[config.mk]
export PLATFORM = sky130hd
export DESIGN_NAME = mask_prefix_pipe
export DESIGN_NICKNAME = d
export VERILOG_FILES = /design/src/rtl/mask_prefix_pipe.sv
export SDC_FILE = /design/constraint.sdc
export NUM_CORES = 1
export LEC_CHECK = 0
export ABC_CLOCK_PERIOD_IN_PS = 41300
export BUFFER_PORTS_ARGS = -buffer_cell sky130_fd_sc_hd__buf_2
export CORE_AREA = 2 2 429 431
export CTS_CLUSTER_SIZE = 16
export DETAILED_ROUTE_END_ITERATION = 12
export DIE_AREA = 0 0 431 433
export PLACE_DENSITY = 0.52
export SETUP_SLACK_MARGIN = 0.1
export SYNTH_ARGS = -nofsm -noshare
export SYNTH_HDL_FRONTEND = slang
export SYNTH_SLANG_ARGS = --single-unit
[constraint.sdc]
create_clock -name clk -period 41.3 [get_ports clk]
set_input_delay 4.13 -clock clk [delete_from_list [all_inputs] [get_ports clk]]
set_output_delay 4.13 -clock clk [all_outputs]
set_load 0.02 [all_outputs]
[src/rtl/mask_prefix_pipe.sv]
// Pipelined Kogge-Stone prefix popcount with valid/ready flow control and a global stall.
// Define PREFIX_CARRY_EN to build the cross-beat running carry (cleared by in_last).
module mask_prefix_pipe #(
  parameter int unsigned WIDTH  = 32,
  parameter int unsigned PSUM_W = 32
) (
  input  logic                    clk,
  input  logic                    reset,
  input  logic                    in_valid,
  output logic                    in_ready,
  input  logic [WIDTH-1:0]        in_mask,
  input  logic                    in_mode,
  input  logic                    in_last,
  output logic                    out_valid,
  input  logic                    out_ready,
  output logic [WIDTH*PSUM_W-1:0] out_psum,
  output logic [PSUM_W-1:0]       out_total,
  output logic                    out_last
);

  localparam int unsigned LEVELS = $clog2(WIDTH);
  // A lane count never exceeds WIDTH, so the tree only needs LEVELS+1 bits.
  localparam int unsigned CNT_W  = LEVELS + 1;

  logic adv;

  // Rank 0 captures the raw beat; rank r holds the tree after level r-1.
  logic [LEVELS:0]  valid_q, valid_d;
  logic [LEVELS:0]  mode_q, mode_d;
  logic [LEVELS:0]  last_q, last_d;
  logic [WIDTH-1:0] mask_q [LEVELS+1];
  logic [WIDTH-1:0] mask_d [LEVELS+1];
  logic [CNT_W-1:0] sum_q  [LEVELS+1][WIDTH];
  logic [CNT_W-1:0] sum_d  [LEVELS+1][WIDTH];

  logic                    out_valid_q, out_valid_d;
  logic [WIDTH*PSUM_W-1:0] out_psum_q, out_psum_d;
  logic [PSUM_W-1:0]       out_total_q, out_total_d;
  logic                    out_last_q, out_last_d;

  logic [PSUM_W-1:0] carry;
  logic [PSUM_W-1:0] beat_total;

  assign adv      = !out_valid_q || out_ready;
  assign in_ready = adv && !reset;

  always_comb begin
    valid_d[0] = in_valid;
    mode_d[0]  = in_mode;
    last_d[0]  = in_last;
    mask_d[0]  = in_mask;
    for (int i = 0; i < int'(WIDTH); i++) begin
      sum_d[0][i] = CNT_W'(in_mask[i]);
    end
    for (int r = 1; r <= int'(LEVELS); r++) begin
      valid_d[r] = valid_q[r-1];
      mode_d[r]  = mode_q[r-1];
      last_d[r]  = last_q[r-1];
      mask_d[r]  = mask_q[r-1];
      for (int i = 0; i < int'(WIDTH); i++) begin
        if (i >= (1 << (r - 1))) begin
          sum_d[r][i] = sum_q[r-1][i] + sum_q[r-1][i - (1 << (r - 1))];
        end else begin
          sum_d[r][i] = sum_q[r-1][i];
        end
      end
    end
  end

`ifdef PREFIX_CARRY_EN
  logic [PSUM_W-1:0] carry_q, carry_d;

  assign carry = carry_q;

  always_comb begin
    carry_d = carry_q;
    if (valid_q[LEVELS]) begin
      carry_d = last_q[LEVELS] ? '0 : beat_total;
    end
  end
`else
  assign carry = '0;
`endif

  assign beat_total = carry + PSUM_W'(sum_q[LEVELS][WIDTH-1]);

  // Exclusive result is the inclusive one minus the lane's own bit.
  always_comb begin
    out_valid_d = valid_q[LEVELS];
    out_psum_d  = out_psum_q;
    out_total_d = out_total_q;
    out_last_d  = out_last_q;
    if (valid_q[LEVELS]) begin
      for (int i = 0; i < int'(WIDTH); i++) begin
        out_psum_d[i*PSUM_W +: PSUM_W] = carry + PSUM_W'(sum_q[LEVELS][i])
            - (mode_q[LEVELS] ? PSUM_W'(mask_q[LEVELS][i]) : PSUM_W'(0));
      end
      out_total_d = beat_total;
      out_last_d  = last_q[LEVELS];
    end
  end

  always_ff @(posedge clk) begin
    if (reset) begin
      valid_q     <= '0;
      out_valid_q <= 1'b0;
      out_psum_q  <= '0;
      out_total_q <= '0;
      out_last_q  <= 1'b0;
`ifdef PREFIX_CARRY_EN
      carry_q     <= '0;
`endif
    end else if (adv) begin
      valid_q     <= valid_d;
      mode_q      <= mode_d;
      last_q      <= last_d;
      mask_q      <= mask_d;
      sum_q       <= sum_d;
      out_valid_q <= out_valid_d;
      out_psum_q  <= out_psum_d;
      out_total_q <= out_total_d;
      out_last_q  <= out_last_d;
`ifdef PREFIX_CARRY_EN
      carry_q     <= carry_d;
`endif
    end
  end

  assign out_valid = out_valid_q;
  assign out_psum  = out_psum_q;
  assign out_total = out_total_q;
  assign out_last  = out_last_q;

endmodule

==> flow_summary.toml, run 1 <==
[place]
post-place-cells = 6333
dp_hpwl_mm = 92.2
place.gp.congestion = 0.804
place_area_mm2 = 0.0519
post-place-ws_ns = 31.92
portBuffers = 1070

[timing]
worst-slew-pin-transition_ns = 1.18
skew_ns = 0.0245
final.min_clock_period_ns = 9.32
fin_crit_sh_pct = 22.6
fin_ws_ns = 31.98
max_freq_mhz = 107
rsz0062_at_grt = "no"
holdWs_ns = 0.411
hold_viol = 0
drv_slew = 0
setup_viol = 0
fin_setup_tns_ns = 0
slew_headroom_pct = 21.1

[power]
power_mw = 2.69
total_leakage_power_nw = 24.4
peakVddDrop_uv = 30.7
power_density_mw_per_mm2 = 48.7

[synthesis]
synth_area_mm2 = 0.0500
synthTopCellsByCount = "buf_4, edfxtp_1, ha_1"
ys_seq_elements = 1003
synth.area.top_cells = "edfxtp_1, buf_4, ha_1, dfxtp_1, a211oi_2"
synth.distinct_cells = 39
synth.avg_cell_area_um2 = 13.3
yosysTopAreaCell = "edfxtp_1"
ys_async_sr_fraction_pct = 0
synth_edf_count = 782
synthFlopType = "edfxtp_1"
synth_top_area_share_pct = 46.9
syn_inst = 3752
yosysWarnings = 0
ys_seq_area_share_pct = 55.8
yosysMostFrequentCell = "buf_4"

[worst_setup_path]
endpoint_kind = "output port"
cp_max_fo = 8
crit_type = "in2out"
endpoint = "in_ready"
cp-start-kind = "input pin"
reg2reg_depth = 8
crit_required_ns = 37.17
timing.rr.end = "out_psum[705]"
r2r_start = "out_valid"
cp-startpoint = "out_ready"
r2r_slack_ns = 36.51
worst_ep_arrival_time_ns = 5.19

[grt]
grt_pass1_wl_mm = 165
grt_use_total_pct = 12.1
antenna_found_initial = 10
grt_pass1_vias = 24500
gr-total-overflow = 0
grt_max_degree = 183

[die]
io-pin-count = 1097
dieHeight_um = 433
dieArea_mm2 = 0.187
core_mm2 = 0.182
die_x_um = 431
row_count = 157
initial_core_util_pct = 27.5

[routing]
drt_pass1_iterations = 5
drt_iter0_markers = 1463
via_per_inst = 4.03
avgRoutedWirePerCell_um = 18.3
drc = 0
postRouteAntennaNets = 0
vias = 26300
wl_mm = 119

[cells_and_area]
drive_above_1_share_pct = 34.1
instances_no_fill = 6523
nets = 4549
multiInputGateArea_mm2 = 0.0146
n_fill_cell = 18200
stdcell_area_mm2 = 0.0553
fin_util_pct = 30.3
area_delta_synth_final_pct = 10.5
final-seq-area_mm2 = 0.0279

[worst_hold_path]
hp-class = "reg2reg"
holdPathStages = 0

[clock_tree]
cts_root_buf = "clkbuf_16"
cts_max_path_buffers = 3
cts_made_buffers = 99
cts_tree = "built"
clock_sinks = 1003
cts_setup_buffers = 0
cts_resized = 0
htree_levels = 3
path_clk_slew_ns = 0.06
clk_latency_ns = 0.70
cts_hold_buf = 0

[run]
cap_violations = 0

[outcome]
outcome = "complete, no violations"
==> registers in the layout, indices dropped and copies added (netlist names) <==
name and cells:
sum_d 98, out_psum 207, out_total 6, out_valid 1, last_q 6, mask_q 32, valid_q 6, out_last 1
mode_q 6, mask_d 160, sum_q 480
==> logic make-up after synthesis <==
group / count (synthesis) / share of synthesized area [%]
other cells: 1 / 0.00750
compound gates: 422 / 7.22
simple gates: 518 / 5.06
buf+inv: 1132 / 15.2
flops: 1003 / 55.8
fa+ha+maj: 462 / 13.0
xor+xnor: 214 / 3.75
==> cell usage in the layout, fill, tap and decap left out, drive strengths merged, types with 32 or more instances in the layout <==
master	instances
a211oi	176
a21o	101
a21oi	101
and2	32
buf	1090
clkbuf	136
clkinv	35
dfxtp	221
edfxtp	782
fa	94
ha	368
inv	214
nand2	103
nor2	217
nor3b	49
o21ai	42
xnor2	165
xor2	49
==> critical path, cell delays in order <==
cell and delay, ns:
buf_2 0.13, nor2b_1 0.49, nor2_4 0.19, buf_2 0.23
==> worst min path at each step <==
stage,startpoint,endpoint
after CTS,mask_d[62],mask_d[30]
after detailed placement,mask_d[43],mask_d[11]
after global routing,mask_d[62],mask_d[30]
after floorplan,last_q[0],last_q[1]
final,mask_d[62],mask_d[30]
after global placement,mode_q[0],mode_q[1]
==> power by group <==
part | total [mW] | internal (mW) | switching (mW)
clock network | 0.937 | 0.543 | 0.394
logic | 0.405 | 0.181 | 0.224
registers | 1.35 | 1.26 | 0.0950
total | 2.69 | 1.98 | 0.713
==> cell type report <==
type | count | area share (%)
sequential | 1003 | 50.5
multi-input combinational | 1642 | 26.4
timing repair buffer | 1090 | 10.0
tap | 2385 | 5.40
clock buffer | 136 | 5.03
inverter | 213 | 1.45
clock inverter | 51 | 1.11
antenna | 3 | 0.0136
==> per-layer routing <==
| metal | GRT usage, % | part of all wire (%) |
|---|---|---|
| met1 | 15.2 | 42 |
| met4 | 5.37 | 3.8 |
| met3 | 2.26 | 5.0 |
| met2 | 20.3 | 49 |
| met5 | 0 | 0.057 |
Power figures use the tool's default switching activity.
==> run 2, diff against run 1 <==
--- a/config.mk
+++ b/config.mk
@@ -5,7 +5,7 @@
 export SDC_FILE = /design/constraint.sdc
 export NUM_CORES = 1
 export LEC_CHECK = 0
-export ABC_CLOCK_PERIOD_IN_PS = 41300
+export ABC_CLOCK_PERIOD_IN_PS = 7800
 export BUFFER_PORTS_ARGS = -buffer_cell sky130_fd_sc_hd__buf_2
 export CORE_AREA = 2 2 429 431
 export CTS_CLUSTER_SIZE = 16
==> constraint.sdc (replaced) <==
create_clock -name clk -period 7.8 [get_ports clk]
set_input_delay 0.78 -clock clk [delete_from_list [all_inputs] [get_ports clk]]
set_output_delay 0.78 -clock clk [all_outputs]
set_load 0.02 [all_outputs]
==> flow_summary.toml, run 2 (synthesis results as in run 1) <==
[cells_and_area]
drive_above_1_share_pct = 34.2
stdcell_area_mm2 = 0.0554
nets = 4547
largest-register = "sum_q"
final_cell_mix = "buf_2, edfxtp_1, ha_1"
fin_util_pct = 30.4
layout_commonest_cell = "buf_2"
largest_reg_flops = 480
area_delta_synth_final_pct = 10.7
instances_no_fill = 6523

[die]
row_count = 157
io-pin-count = 1097
die_x_um = 431
initial_core_util_pct = 27.5
dieArea_mm2 = 0.187
dieHeight_um = 433
core_mm2 = 0.182

[timing]
fin_setup_tns_ns = 0
final.min_clock_period_ns = 3.10
max_freq_mhz = 322
skew_ns = 0.0398
slew_headroom_pct = 14.4
worst-slew-pin-transition_ns = 1.28
drv_slew = 0
rsz0062_at_grt = "no"
fin_crit_sh_pct = 39.8
setup_viol = 0
hold_viol = 0

[grt]
grt_pass1_wl_mm = 168
antenna_found_initial = 17
grt_max_degree = 162
grt_use_total_pct = 12.4
grt_pass1_vias = 24800
gr-total-overflow = 0

[power]
peakVddDrop_uv = 148
power_mw = 14.4
p_switching_mw = 3.85
power_density_mw_per_mm2 = 260
clkPwrFrac_pct = 35.2
switching_share_pct = 26.7
comb_power_share_pct = 15.0
internal_power_mw = 10.6
total_leakage_power_nw = 24.4
seq_power_share_pct = 49.8

[routing]
drt_iter0_markers = 1554
drc = 0
via_per_inst = 4.03
drt_pass1_iterations = 5
postRouteAntennaNets = 0
avgRoutedWirePerCell_um = 18.6
vias = 26300
wl_mm = 122

[worst_setup_path]
cp-start-kind = "flip-flop"
crit_required_ns = 7.02
endpoint_kind = "output port"
cp_max_fo = 107
crit_type = "reg2out"
worst_ep_arrival_time_ns = 2.32

[place]
post-place-cells = 6331
portBuffers = 1070
place.gp.congestion = 0.815
dp_hpwl_mm = 93.4
place_area_mm2 = 0.0519

[clock_tree]
cts_root_buf = "clkbuf_16"
cts_made_buffers = 99
cts_hold_buf = 0
cts_tree = "built"
path_clk_slew_ns = 0.06
cts_setup_buffers = 0
clk_latency_ns = 0.71
clock_sinks = 1003
cts_max_path_buffers = 3
cts_resized = 0
htree_levels = 3

[worst_hold_path]
hp-class = "in2reg"

[run]
cap_violations = 0

[outcome]
outcome = "complete, no violations"
[run 2: changes by cell type in the layout (fill, tap and decap cells not counted), moves of 3 or more]
cell / change
buf_4: -5
clkinv_1: -7
clkinv_8: -3
buf_12: +3
clkinv_16: +3
diode_2: +3
[run 2: layout make-up]
type,instances,area [um^2]
diodes,6,15.0
clock buffers,140,2820
clock inverters,46,672
fillers,18100,127000
inverters,213,800
multi-input cells,1642,14600
flip-flops and latches,1003,27900
well taps,2385,2980
repair buffers,1088,5580
[run 2: power groups by stage]
stage	registers [mW]	clock network, mW	logic [mW]
after floorplan	7.12	0	1.59
after global placement	7.30	0	2.17
after detailed placement	7.30	0	2.19
after CTS	7.19	5.22	2.22
after global routing	7.25	5.41	2.47
final	7.18	5.07	2.16
[run 2: final timing paths]
kind,cells after the start,end,startpoint,slack (ns)
worst max-delay path,4,in_ready,out_valid,4.70
worst min-delay path,1,mask_d[139],in_mask[11],0.24
worst max register to register,4,sum_q[204],out_valid,5.20
worst min register to register,0,mask_q[8],mask_d[8],0.38
[run 2: critical path, cell delays in order, from the launching register on]
cell	delay (ns)
dfxtp_1	0.33
nor2b_1	0.52
nor2_4	0.09
buf_12	0.25
buf_2	0.32
[run 2: stage by stage]
step	hold WS [ns]	setup WS [ns]
after global routing	0.200	4.51
final	0.241	4.70
after floorplan	0.400	-5.43
after global placement	0.401	4.67
after CTS	0.176	4.58
after detailed placement	0.405	4.64
[run 2: per-layer routing]
metal	wire, um	vias to the layer above	share of wire, %	track usage [%]
li1	-	12700	-	-
met1	51200	12800	42	15.7
met2	60400	631	50	21.1
met3	6420	142	5.3	2.26
met4	3420	16	2.8	4.33
met5	92	-	0.076	0
==> run 3, diff against run 2 <==
==> config.mk (replaced) <==
export PLATFORM = sky130hd
export DESIGN_NAME = mask_prefix_pipe
export DESIGN_NICKNAME = d
export VERILOG_FILES = /design/src/rtl/mask_prefix_pipe.sv
export SDC_FILE = /design/constraint.sdc
export NUM_CORES = 1
export LEC_CHECK = 0
export ABC_CLOCK_PERIOD_IN_PS = 3200
export BUFFER_PORTS_ARGS = -buffer_cell sky130_fd_sc_hd__buf_2
export CORE_AREA = 2 2 421 423
export CTS_CLUSTER_SIZE = 16
export DETAILED_ROUTE_END_ITERATION = 12
export DIE_AREA = 0 0 423 425
export PLACE_DENSITY = 0.51
export SETUP_SLACK_MARGIN = 0.1
export SYNTH_ARGS = -nofsm -noshare
export SYNTH_HDL_FRONTEND = slang
export SYNTH_SLANG_ARGS = --single-unit
==> constraint.sdc (replaced) <==
create_clock -name clk -period 3.2 [get_ports clk]
set_input_delay 0.32 -clock clk [delete_from_list [all_inputs] [get_ports clk]]
set_output_delay 0.32 -clock clk [all_outputs]
set_load 0.02 [all_outputs]
==> flow_summary.toml, run 3 (synthesis results as in run 1) <==
[place]
post-place-ws_ns = 0.902
portBuffers = 1070
dp_hpwl_mm = 96.7
place.gp.congestion = 0.813

[clock_tree]
path_clk_slew_ns = 0.06
cts_max_path_buffers = 3
clk_latency_ns = 0.72
cts_made_buffers = 105
cts_tree = "built"
clock_sinks = 1003
cts_root_buf = "clkbuf_16"
cts_resized = 0
htree_levels = 3
cts_setup_buffers = 0

[power]
peakVddDrop_uv = 377
total_leakage_power_nw = 24.9
power_mw = 35.6
power_density_mw_per_mm2 = 633

[routing]
wl_mm = 124
vias = 26500
postRouteAntennaNets = 0
avgRoutedWirePerCell_um = 18.9
drt_pass1_iterations = 5
drc = 0
drt_iter0_markers = 1267
via_per_inst = 4.04

[timing]
skew_ns = 0.0350
fin_crit_sh_pct = 83.2
holdWs_ns = 0.133
max_freq_mhz = 375
worst-slew-pin-transition_ns = 1.07
final.min_clock_period_ns = 2.66
fin_ws_ns = 0.537
setup_viol = 0
slew_headroom_pct = 28.9
rsz0062_at_grt = "no"
hold_viol = 0
drv_slew = 0

[grt]
gr-total-overflow = 0
use_met2_pct = 22.6
grt_pass1_wl_mm = 173
antenna_found_initial = 5
grt_pass1_vias = 25200
busiest_layer = "met2"
grt_use_total_pct = 13.1
grt_max_degree = 98
met1_usage_pct = 17.4
use_met3_pct = 1.88

[die]
die_x_um = 423
initial_core_util_pct = 28.5
dieArea_mm2 = 0.180
core_mm2 = 0.175
io-pin-count = 1097
row_count = 154
dieHeight_um = 425

[cells_and_area]
layout_commonest_cell = "buf_2"
largest-register = "sum_q"
area_delta_synth_final_pct = 12.6
nets = 4635
drive_above_1_share_pct = 34.7
final_cell_mix = "buf_2, edfxtp_1, ha_1"
largest_reg_flops = 480

[worst_setup_path]
endpoint_kind = "output port"
worst_ep_arrival_time_ns = 2.34
crit_type = "reg2out"
crit_required_ns = 2.88
cp-start-kind = "flip-flop"
cp_max_fo = 17

[worst_hold_path]
hp-class = "in2reg"

[run]
cap_violations = 0

[outcome]
outcome = "complete, no violations"
-- run 3: worst paths after layout --
check	start	to	slack [ns]	depth (start not counted)
worst max register to register	mode_q[5]	out_psum[581]	0.94	7
worst min register to register	mask_d[58]	mask_d[26]	0.40	0
worst min-delay path	reset	out_psum[639]	0.13	2
worst max-delay path	out_valid	in_ready	0.54	4
-- run 3: cell type report --
cell class | instances | area, um^2
diodes | 1 | 2.50
clock buffers | 139 | 2920
clock inverters | 58 | 703
fillers | 17300 | 119000
inverters | 213 | 800
multi-input cells | 1642 | 14600
flip-flops and latches | 1003 | 27900
well taps | 2340 | 2930
repair buffers | 1170 | 6440
-- run 3: worst max-delay path: stages (launching register included) --
cell,delay (ns)
dfxtp_2,0.33
nor2b_1,0.22
nor2_4,0.47
buf_4,0.35
buf_2,0.24
-- run 3: metrics by stage --
step / cells / utilization [%] / setup TNS, ns / cell area [um^2]
floorplan: 3777 / - / -7491.86 / 50200
global placement: 6332 / 29.8 / 0 / 52300
detailed placement: 6332 / 29.8 / 0 / 52300
CTS: 6565 / 32.1 / 0 / 56300
global route: 6565 / 32.1 / 0 / 56300
finish: 6566 / 32.1 / 0 / 56300
-- run 3: what timing repair did --
item	in CTS	in global routing
endpoints found under the hold margin	41	0
hold buffers	36	0
setup endpoints to repair	0	0
-- run 3: report_power, final --
group / internal [mW] / switching [mW] / total, mW / leakage, nW
combinational: 2.42 / 2.90 / 5.32 / 13.7
clock: 7.49 / 5.26 / 12.7 / 1.75
sequential: 16.2 / 1.33 / 17.6 / 9.49
total: 26.1 / 9.49 / 35.6 / 24.9
-- run 3: metal layers --
| layer | vias up | share of wire, % |
|---|---|---|
| met1 | 12900 | 45 |
| met2 | 597 | 50 |
| met5 | - | 0 |
| met3 | 102 | 3.8 |
| li1 | 12900 | - |
| met4 | 0 | 1.5 |
